## src/rtl/seg7_scan_bcd_if.sv

```systemverilog
// Sample handshake between the ADC reader (master) and the 7-segment scan driver (slave).
interface seg7_scan_bcd_if #(
    parameter int DATA_W = 10
);
    logic              in_valid;
    logic              in_ready;
    logic [DATA_W-1:0] in_data;
    logic [2:0]        in_channel;

    modport master (output in_valid, output in_data, output in_channel, input in_ready);
    modport slave  (input in_valid, input in_data, input in_channel, output in_ready);
endinterface

```

## src/rtl/seg7_scan_bcd.sv

```systemverilog
// 7-segment scan driver: sequential binary-to-BCD conversion of an ADC sample,
// then time-multiplexed "CH<n> <value>" across NUM_DIGITS active-low digit selects.
module seg7_scan_bcd #(
    parameter int DATA_W     = 10,
    parameter int VAL_DIGITS = 4,
    parameter int NUM_DIGITS = 4 + VAL_DIGITS,
    parameter int SCAN_DIV_W = 13,
    parameter bit ACTIVE_LOW = 1'b1,
    parameter bit BLANK_LZ   = 1'b1
) (
    input  logic                  clk_50M,
    input  logic                  rst,
    seg7_scan_bcd_if.slave        smp,
    output logic                  busy,
    output logic [NUM_DIGITS-1:0] seg7_x,
    output logic [7:0]            seg7_y
);
    localparam int BCD_W = 4 * VAL_DIGITS;
    localparam int CNT_W = $clog2(DATA_W + 1);
    localparam int IDX_W = $clog2(NUM_DIGITS);

    typedef enum logic [1:0] {IDLE, CONVERT, COMMIT} state_t;

    state_t              state;
    logic [DATA_W-1:0]   shift_q;
    logic [BCD_W-1:0]    bcd_q;
    logic [BCD_W-1:0]    bcd_adj;
    logic [2:0]          ch_hold;
    logic [CNT_W-1:0]    bit_cnt;
    logic [BCD_W-1:0]    disp_bcd;
    logic [2:0]          disp_ch;

    logic [SCAN_DIV_W-1:0] presc;
    logic [IDX_W-1:0]      idx;
    logic                  tick;
    logic [VAL_DIGITS-1:0] blank;
    logic [7:0]            digit_pat;
    logic [NUM_DIGITS-1:0] x_next;

    function automatic logic [7:0] seg_of(input logic [3:0] n);
        case (n)
            4'd0:    seg_of = 8'hFC;
            4'd1:    seg_of = 8'h60;
            4'd2:    seg_of = 8'hDA;
            4'd3:    seg_of = 8'hF2;
            4'd4:    seg_of = 8'h66;
            4'd5:    seg_of = 8'hB6;
            4'd6:    seg_of = 8'hBE;
            4'd7:    seg_of = 8'hE4;
            4'd8:    seg_of = 8'hFE;
            4'd9:    seg_of = 8'hF6;
            default: seg_of = 8'hFC;
        endcase
    endfunction

    always_comb begin
        bcd_adj = bcd_q;
        for (int unsigned i = 0; i < VAL_DIGITS; i++) begin
            if (bcd_q[4*i +: 4] >= 4'd5)
                bcd_adj[4*i +: 4] = bcd_q[4*i +: 4] + 4'd3;
        end
    end

    // in_ready is 1 exactly while IDLE, so a valid in IDLE is a completed handshake.
    always_ff @(posedge clk_50M or negedge rst) begin
        if (!rst) begin
            state        <= IDLE;
            smp.in_ready <= 1'b1;
            busy         <= 1'b0;
            shift_q      <= '0;
            bcd_q        <= '0;
            ch_hold      <= '0;
            bit_cnt      <= '0;
            disp_bcd     <= '0;
            disp_ch      <= '0;
        end else begin
            case (state)
                IDLE: begin
                    if (smp.in_valid) begin
                        state        <= CONVERT;
                        smp.in_ready <= 1'b0;
                        busy         <= 1'b1;
                        shift_q      <= smp.in_data;
                        ch_hold      <= smp.in_channel;
                        bcd_q        <= '0;
                        bit_cnt      <= '0;
                    end
                end
                CONVERT: begin
                    {bcd_q, shift_q} <= {bcd_adj, shift_q} << 1;
                    bit_cnt          <= bit_cnt + 1'b1;
                    if (bit_cnt == CNT_W'(DATA_W - 1))
                        state <= COMMIT;
                end
                COMMIT: begin
                    disp_bcd     <= bcd_q;
                    disp_ch      <= ch_hold;
                    state        <= IDLE;
                    smp.in_ready <= 1'b1;
                    busy         <= 1'b0;
                end
                default: begin
                    state        <= IDLE;
                    smp.in_ready <= 1'b1;
                    busy         <= 1'b0;
                end
            endcase
        end
    end

    assign tick = &presc;

    // A value digit is blank while every more significant digit is also zero.
    always_comb begin
        logic lead;
        blank = '0;
        lead  = 1'b1;
        for (int unsigned j = VAL_DIGITS - 1; j >= 1; j--) begin
            if (lead && (disp_bcd[4*j +: 4] == 4'd0))
                blank[j] = BLANK_LZ;
            else
                lead = 1'b0;
        end
    end

    always_comb begin
        digit_pat = 8'h00;
        case (idx)
            IDX_W'(0): digit_pat = 8'h9C;
            IDX_W'(1): digit_pat = 8'h6E;
            IDX_W'(2): digit_pat = seg_of({1'b0, disp_ch} + 4'd1);
            IDX_W'(3): digit_pat = 8'h00;
            default: begin
                for (int unsigned j = 0; j < VAL_DIGITS; j++) begin
                    if (idx == IDX_W'(NUM_DIGITS - 1 - j))
                        digit_pat = blank[j] ? 8'h00 : seg_of(disp_bcd[4*j +: 4]);
                end
            end
        endcase
    end

    always_comb begin
        x_next = '1;
        for (int unsigned i = 0; i < NUM_DIGITS; i++)
            x_next[i] = (IDX_W'(NUM_DIGITS - 1 - i) != idx);
    end

    // idx names the digit shown at the next tick, so the first tick after reset shows digit 0.
    always_ff @(posedge clk_50M or negedge rst) begin
        if (!rst) begin
            presc  <= '0;
            idx    <= '0;
            seg7_x <= '1;
            seg7_y <= 8'hFF;
        end else begin
            presc <= presc + 1'b1;
            if (tick) begin
                seg7_x <= x_next;
                seg7_y <= ACTIVE_LOW ? ~digit_pat : digit_pat;
                idx    <= (idx == IDX_W'(NUM_DIGITS - 1)) ? '0 : idx + 1'b1;
            end
        end
    end
endmodule
```

## src/flat_wrapper.sv

```systemverilog
// flat-port wrapper written by rule: the top's interface ports become plain ports
module seg7_scan_bcd_flat 
#(
    parameter int DATA_W     = 10,
    parameter int VAL_DIGITS = 4,
    parameter int NUM_DIGITS = 4 + VAL_DIGITS,
    parameter int SCAN_DIV_W = 13,
    parameter bit ACTIVE_LOW = 1'b1,
    parameter bit BLANK_LZ   = 1'b1
)
  (clk_50M, rst, busy, seg7_x, seg7_y, smp_in_valid, smp_in_data, smp_in_channel, smp_in_ready);
  seg7_scan_bcd_if #(.DATA_W(DATA_W)) smp_i ();
  input  logic clk_50M;
  input  logic rst;
  output logic busy;
  output logic [NUM_DIGITS-1:0] seg7_x;
  output logic [7:0] seg7_y;
  input wire logic [$bits(smp_i.in_valid)-1:0] smp_in_valid;
  input wire logic [$bits(smp_i.in_data)-1:0] smp_in_data;
  input wire logic [$bits(smp_i.in_channel)-1:0] smp_in_channel;
  output wire logic [$bits(smp_i.in_ready)-1:0] smp_in_ready;
  assign smp_i.in_valid = smp_in_valid;
  assign smp_i.in_data = smp_in_data;
  assign smp_i.in_channel = smp_in_channel;
  assign smp_in_ready = smp_i.in_ready;
  seg7_scan_bcd #(.DATA_W(DATA_W), .VAL_DIGITS(VAL_DIGITS), .NUM_DIGITS(NUM_DIGITS), .SCAN_DIV_W(SCAN_DIV_W), .ACTIVE_LOW(ACTIVE_LOW), .BLANK_LZ(BLANK_LZ)) u_core (.clk_50M(clk_50M), .rst(rst), .smp(smp_i), .busy(busy), .seg7_x(seg7_x), .seg7_y(seg7_y));
endmodule
```

## config.mk

```make
export PLATFORM = sky130hd
export DESIGN_NAME = seg7_scan_bcd_flat
export DESIGN_NICKNAME = d
export VERILOG_FILES = /design/src/rtl/seg7_scan_bcd_if.sv /design/src/rtl/seg7_scan_bcd.sv /design/src/flat_wrapper.sv
export SDC_FILE = /design/constraint.sdc
export NUM_CORES = 1
export LEC_CHECK = 0
export ABC_CLOCK_PERIOD_IN_PS = 2750
export BUFFER_PORTS_ARGS = -buffer_cell sky130_fd_sc_hd__buf_2
export CAP_MARGIN = 40
export CELL_PAD_IN_SITES_DETAIL_PLACEMENT = 1
export CELL_PAD_IN_SITES_GLOBAL_PLACEMENT = 2
export CORE_MARGIN = 5
export CORE_UTILIZATION = 39
export CTS_CLUSTER_DIAMETER = 200
export DETAILED_ROUTE_END_ITERATION = 10
export HOLD_SLACK_MARGIN = 0.06
export PLACE_DENSITY = 0.81
export SKIP_CTS_REPAIR_TIMING = 1
export SLEW_MARGIN = 25
export SYNTH_ARGS = -nofsm -noshare
export SYNTH_HDL_FRONTEND = slang
export SYNTH_SLANG_ARGS = --single-unit
```

## constraint.sdc

```tcl
create_clock -name clk_50M -period 2.75 [get_ports clk_50M]
set_clock_uncertainty 0.05 [all_clocks]
set_input_delay 0.1375 -clock clk_50M [delete_from_list [all_inputs] [get_ports clk_50M]]
set_output_delay 0.1375 -clock clk_50M [all_outputs]
set_load 0.01 [all_outputs]
```

==> run summary, run 1 <==
Routed WL -> 11.65 mm
drt drc -> 0
clk slew on worst S/H paths -> 60 ps
Pwr Total -> 5.076 mW
commonest non-fill, non-tap cell in the layout -> dfrtp_1
P_leak -> 2.594 nW
worst-path fanout max -> 12
port bufs -> 32
Final Cycle Share -> 84.05%
critical path's slowest cell -> ha_1
post-synthesis register bit count -> 87
crit-path max cell delay -> 440 ps
Vias/cell -> 5.314
vias -> 3922
Critical Path Start Type -> flip-flop
Tot GR Track Use -> 16.52%
Final setup viols -> 0
crit path time final -> 2311 ps
global route total overflow -> 0
DR WL/cell -> 15.79 um
post-DP HPWL -> 8.338 mm
Distinct cells, synth -> 55
worst relative slew slack -> 55.89%
status -> complete, no violations
RSZ-0062 raised after global routing -> no
average size of a mapped cell -> 9.521 um2
Cell Chain, Critical Path -> inv_1, ha_1, nand2_1, a41oi_1, o211ai_1, a41oi_1, o211ai_1, o21a_1
fraction of layout cells with a size suffix above 1 -> 17.14%
CP endpoint kind -> flip-flop
Pins Over Slew Limit -> 0
DRT Pass-1 Iters -> 4
CTS sink cnt -> 87
Max Cap Violations -> 0
Die Ht -> 123.4 um
setup total negative slack -> 0 ps
# nets final -> 619
ys flop type -> dfrtp_1
Worst Setup Path Type -> reg2reg
area grow syn2layout -> 14.66%
Power Density -> 882.4 mW/mm2
Initial Utilization -> 39.76%
async set or reset register ratio after synthesis -> 100.0%
area of the die -> 0.01523 mm2
Post-synth EDFFs -> 0
fin cells -> 738
worst slew pin tran -> 661.7 ps
Cells after DPL -> 708
FP Rows -> 41
diode count -> 0
DIE WIDTH -> 123.4 um
first-pass GRT wire length -> 19.75 mm
worst-skew pair later-pin latency -> 350 ps
vias in the first global route -> 4029
clk buf depth -> 2
crit path DAT -> 2540 ps
CTS tree -> done
Root Buffer -> clkbuf_16
synthesized cell area -> 0.005017 mm2
pin count of the biggest net entering global routing -> 50
worst hold path class -> in2reg
CP required -> 2980 ps
core region area -> 0.01262 mm2
CTS Buf Count -> 9
final hold violations -> 0
IO Count -> 34
RePlAce Congestion -> 0.9383
H-tree depth -> 3
Ys Warns -> 0
DRT antenna net count -> 0
timing-limited maximum frequency -> 432.7 MHz
most frequent cells in the layout -> dfrtp_1 (71), nand2_1 (55), nor2_1 (44)
Synth Net Count -> 585
maximum VDD drop -> 457.7 uV
1st-iter DRT viols -> 125
register area share after synthesis -> 43.79%
Gate Count Post-Synth -> 527
initial antenna violation count -> 0
==> final cells by class <==
| class | instances | area (um2) |
|---|---|---|
| multi-input cells | 378 | 2562 |
| well taps | 172 | 215.2 |
| repair buffers | 52 | 367.9 |
| flip-flops and latches | 87 | 2197 |
| clock buffers | 12 | 256.5 |
| clock inverters | 4 | 30.03 |
| inverters | 33 | 123.9 |
| fillers | 1466 | 6867 |
==> cell usage after synthesis, types with 3 or more instances <==
cell type | number | area [um2]
o31ai_1 | 7 | 52.55
inv_1 | 33 | 123.9
o211ai_1 | 6 | 45.04
nand4_1 | 6 | 37.54
and4_4 | 3 | 33.78
nand2b_1 | 9 | 56.30
nor3_1 | 4 | 20.02
dfstp_2 | 16 | 420.4
a32o_1 | 4 | 40.04
and3_2 | 3 | 22.52
buf_4 | 4 | 30.03
xnor2_1 | 16 | 140.1
nand3_1 | 20 | 100.1
a211oi_1 | 7 | 52.55
xor2_1 | 6 | 52.55
dfrtp_1 | 71 | 1777
a31oi_1 | 6 | 37.54
o32ai_1 | 4 | 35.03
a21o_1 | 3 | 22.52
a21oi_1 | 24 | 120.1
clkbuf_1 | 21 | 78.83
nand2_1 | 55 | 206.5
a211o_1 | 3 | 26.28
mux2_2 | 17 | 191.4
o21ai_0 | 43 | 215.2
nor2_1 | 44 | 165.2
o22ai_1 | 10 | 62.56
ha_1 | 42 | 525.5
==> power breakdown <==
| group | switching, mW | total, mW | internal, mW |
|---|---|---|---|
| logic | 1.04 | 1.83 | 0.790 |
| clock network | 0.533 | 1.20 | 0.664 |
| registers | 0.414 | 2.05 | 1.64 |
| total | 1.98 | 5.08 | 3.09 |
==> flip-flops by register name, indices dropped and copies added, names as in the netlist <==
signal / cells
u_core.bcd_q: 16
u_core.bit_cnt: 4
u_core.busy: 1
u_core.ch_hold: 3
u_core.disp_bcd: 16
u_core.disp_ch: 3
u_core.idx: 3
u_core.presc: 13
u_core.seg7_x: 8
u_core.seg7_y: 7
u_core.shift_q: 10
u_core.smp.in_ready: 1
u_core.state: 2
==> critical path, delay by kind of cell, from the launching register on <==
kind | cells | cell delay [ps]
compound gates | 5 | 980
fa+ha+maj | 1 | 440
buf+inv | 1 | 110
flops | 1 | 420
simple gates | 1 | 240
==> layer usage <==
metal / wire [um] / global-route usage [%] / vias up
met5: 0 / 0 / -
met4: 276 / 7.612 / 0
met3: 389 / 3.019 / 17
met2: 5604 / 27.83 / 58
met1: 5380 / 20.55 / 1921
li1: - / - / 1926
==> final timing paths <==
path	cells past startpoint	start	slack, ps	endpoint
worst max-delay path	8	u_core.idx[0]	440	u_core.seg7_y[3]
worst min-delay path	4	smp_in_valid	220	u_core.state[0]
worst max register to register	8	u_core.idx[0]	440	u_core.seg7_y[3]
worst min register to register	1	u_core.presc[0]	390	u_core.presc[0]
max in group asynchronous	3	rst	1690	u_core.bcd_q[14]
min in group asynchronous	2	rst	310	u_core.presc[6]
==> cell families after synthesis <==
| group | synth area share [%] |
|---|---|
| simple gates | 15.34 |
| compound gates | 17.13 |
| flops | 43.79 |
| buf+inv | 5.137 |
| fa+ha+maj | 10.47 |
| xor+xnor | 3.840 |
| mux | 4.214 |
| other cells | 0.07474 |
==> metrics by stage <==
stage | setup WS [ps] | cell area [um2] | hold WS, ps | utilization, %
after detailed placement | 501.6 | 5326 | 170.3 | 42.21
after floorplan | 816.8 | 5017 | -208.1 | -
after CTS | 476.4 | 5613 | -213.9 | 44.48
final | 438.7 | 5753 | 216.3 | 45.59
after global routing | 274.3 | 5753 | 245.6 | 45.59
after global placement | 573.7 | 5311 | 156.8 | 42.09
Note: power is estimated with default switching activity, not from simulation.
==> run 2: changes to the inputs <==
Settings changed: ABC_CLOCK_PERIOD_IN_PS 2750 to 2250.
Clock period 2.75 ns to 2.25 ns, I/O delays scaled along.
==> run 2 against run 1 <==
Worst hold slack improved by 9.2 ps. Clock power grew 22%. Cell area rose by 1.3%. Routed wire length rose by 2.7%.
==> run summary, run 2 (synthesis gave the netlist of run 1 again) <==
Critical Path Start Type -> flip-flop
FP Rows -> 41
Power Density -> 1071 mW/mm2
Routed WL -> 11.96 mm
Pins Over Slew Limit -> 0
vias in the first global route -> 4052
Vias/cell -> 5.285
top flop regs -> u_core.bcd_q (16), u_core.disp_bcd (16), u_core.presc (13)
vias -> 3948
Final Cycle Share -> 93.48%
CTS sink cnt -> 87
# nets final -> 628
port bufs -> 32
maximum VDD drop -> 605.9 uV
crit path time final -> 2103 ps
timing-limited maximum frequency -> 475.4 MHz
commonest non-fill, non-tap cell in the layout -> dfrtp_1
H-tree depth -> 3
P_leak -> 2.639 nW
pin count of the biggest net entering global routing -> 42
clk slew on worst S/H paths -> 60 ps
RePlAce Congestion -> 0.9120
fin cells -> 747
Cells after DPL -> 717
Max Cap Violations -> 0
Root Buffer -> clkbuf_16
CP endpoint kind -> flip-flop
worst-skew pair later-pin latency -> 350 ps
area grow syn2layout -> 16.16%
CP required -> 2470 ps
worst-path fanout max -> 6
fraction of layout cells with a size suffix above 1 -> 18.78%
status -> complete, no violations
DRT antenna net count -> 0
area of the die -> 0.01523 mm2
post-DP HPWL -> 8.794 mm
Worst Setup Path Type -> reg2reg
setup total negative slack -> 0 ps
crit path launch -> u_core.disp_bcd[9]
final hold violations -> 0
DRT Pass-1 Iters -> 4
clk buf depth -> 2
1st-iter DRT viols -> 160
Initial Utilization -> 39.76%
reg2reg start -> u_core.disp_bcd[9]
crit path DAT -> 2330 ps
drt drc -> 0
Die Ht -> 123.4 um
worst relative slew slack -> 63.23%
worst slew pin tran -> 550.2 ps
CTS Buf Count -> 9
initial antenna violation count -> 0
first-pass GRT wire length -> 20.03 mm
global route total overflow -> 0
filler cell count -> 1500
most frequent cells in the layout -> dfrtp_1 (71), nand2_1 (55), nor2_1 (44)
diode count -> 0
CTS tree -> done
RSZ-0062 raised after global routing -> no
DR WL/cell -> 16.01 um
worst hold path class -> in2async
core region area -> 0.01262 mm2
Tot GR Track Use -> 16.68%
DIE WIDTH -> 123.4 um
Final setup viols -> 0
WHS -> 225.5 ps
IO Count -> 34
run 2: area by class of cell:
| class | instances | area [um2] | area share (%) |
|---|---|---|---|
| inverters | 33 | 123.9 | 2.125 |
| flip-flops and latches | 87 | 2197 | 37.70 |
| well taps | 172 | 215.2 | 3.693 |
| clock buffers | 12 | 266.5 | 4.573 |
| multi-input cells | 378 | 2571 | 44.12 |
| clock inverters | 4 | 26.28 | 0.4508 |
| repair buffers | 61 | 427.9 | 7.342 |
run 2: path summary, 6_finish.rpt:
check,end,slack [ps],depth (start not counted)
min in group clk_50M,u_core.state[0],230,4
min,u_core.presc[1],230,2
max,u_core.seg7_y[2],150,8
max in group asynchronous,u_core.smp.in_ready,1300,3
min reg2reg,u_core.presc[0],390,1
max reg2reg,u_core.seg7_y[2],150,8
run 2: routing by layer:
metal,up-vias,track usage (%),wire [um]
met5,-,0,0
met4,0,5.398,178
met1,1937,21.10,5343
met2,61,28.34,6000
li1,1936,-,-
met3,14,3.660,439
run 2: critical path, cell delays in order (launching register included):
cell,delay (ps)
dfrtp_1,440
inv_1,120
ha_1,200
nor3b_2,320
nand2_1,120
a211o_1,310
a211oi_1,220
o21ai_0,110
a21oi_1,150
run 2: where the power goes:
| part | internal [mW] | total, mW | switching [mW] |
|---|---|---|---|
| clock network | 0.839 | 1.46 | 0.621 |
| registers | 2.00 | 2.48 | 0.471 |
| logic | 0.997 | 2.31 | 1.31 |
| total | 3.84 | 6.24 | 2.40 |
run 2: per-stage QoR:
step           power [mW]  setup slack [ps]  util [%]  area [um2]
3_3_place_gp        4.662             198.8     42.68        5386
6_report            6.243             146.7     46.18        5828
5_1_grt             6.772             5.463     46.18        5828
4_1_cts             6.304             87.45     45.00        5679
3_5_place_dp        4.803             108.8     42.68        5386
2_1_floorplan       4.149             316.8         -        5017
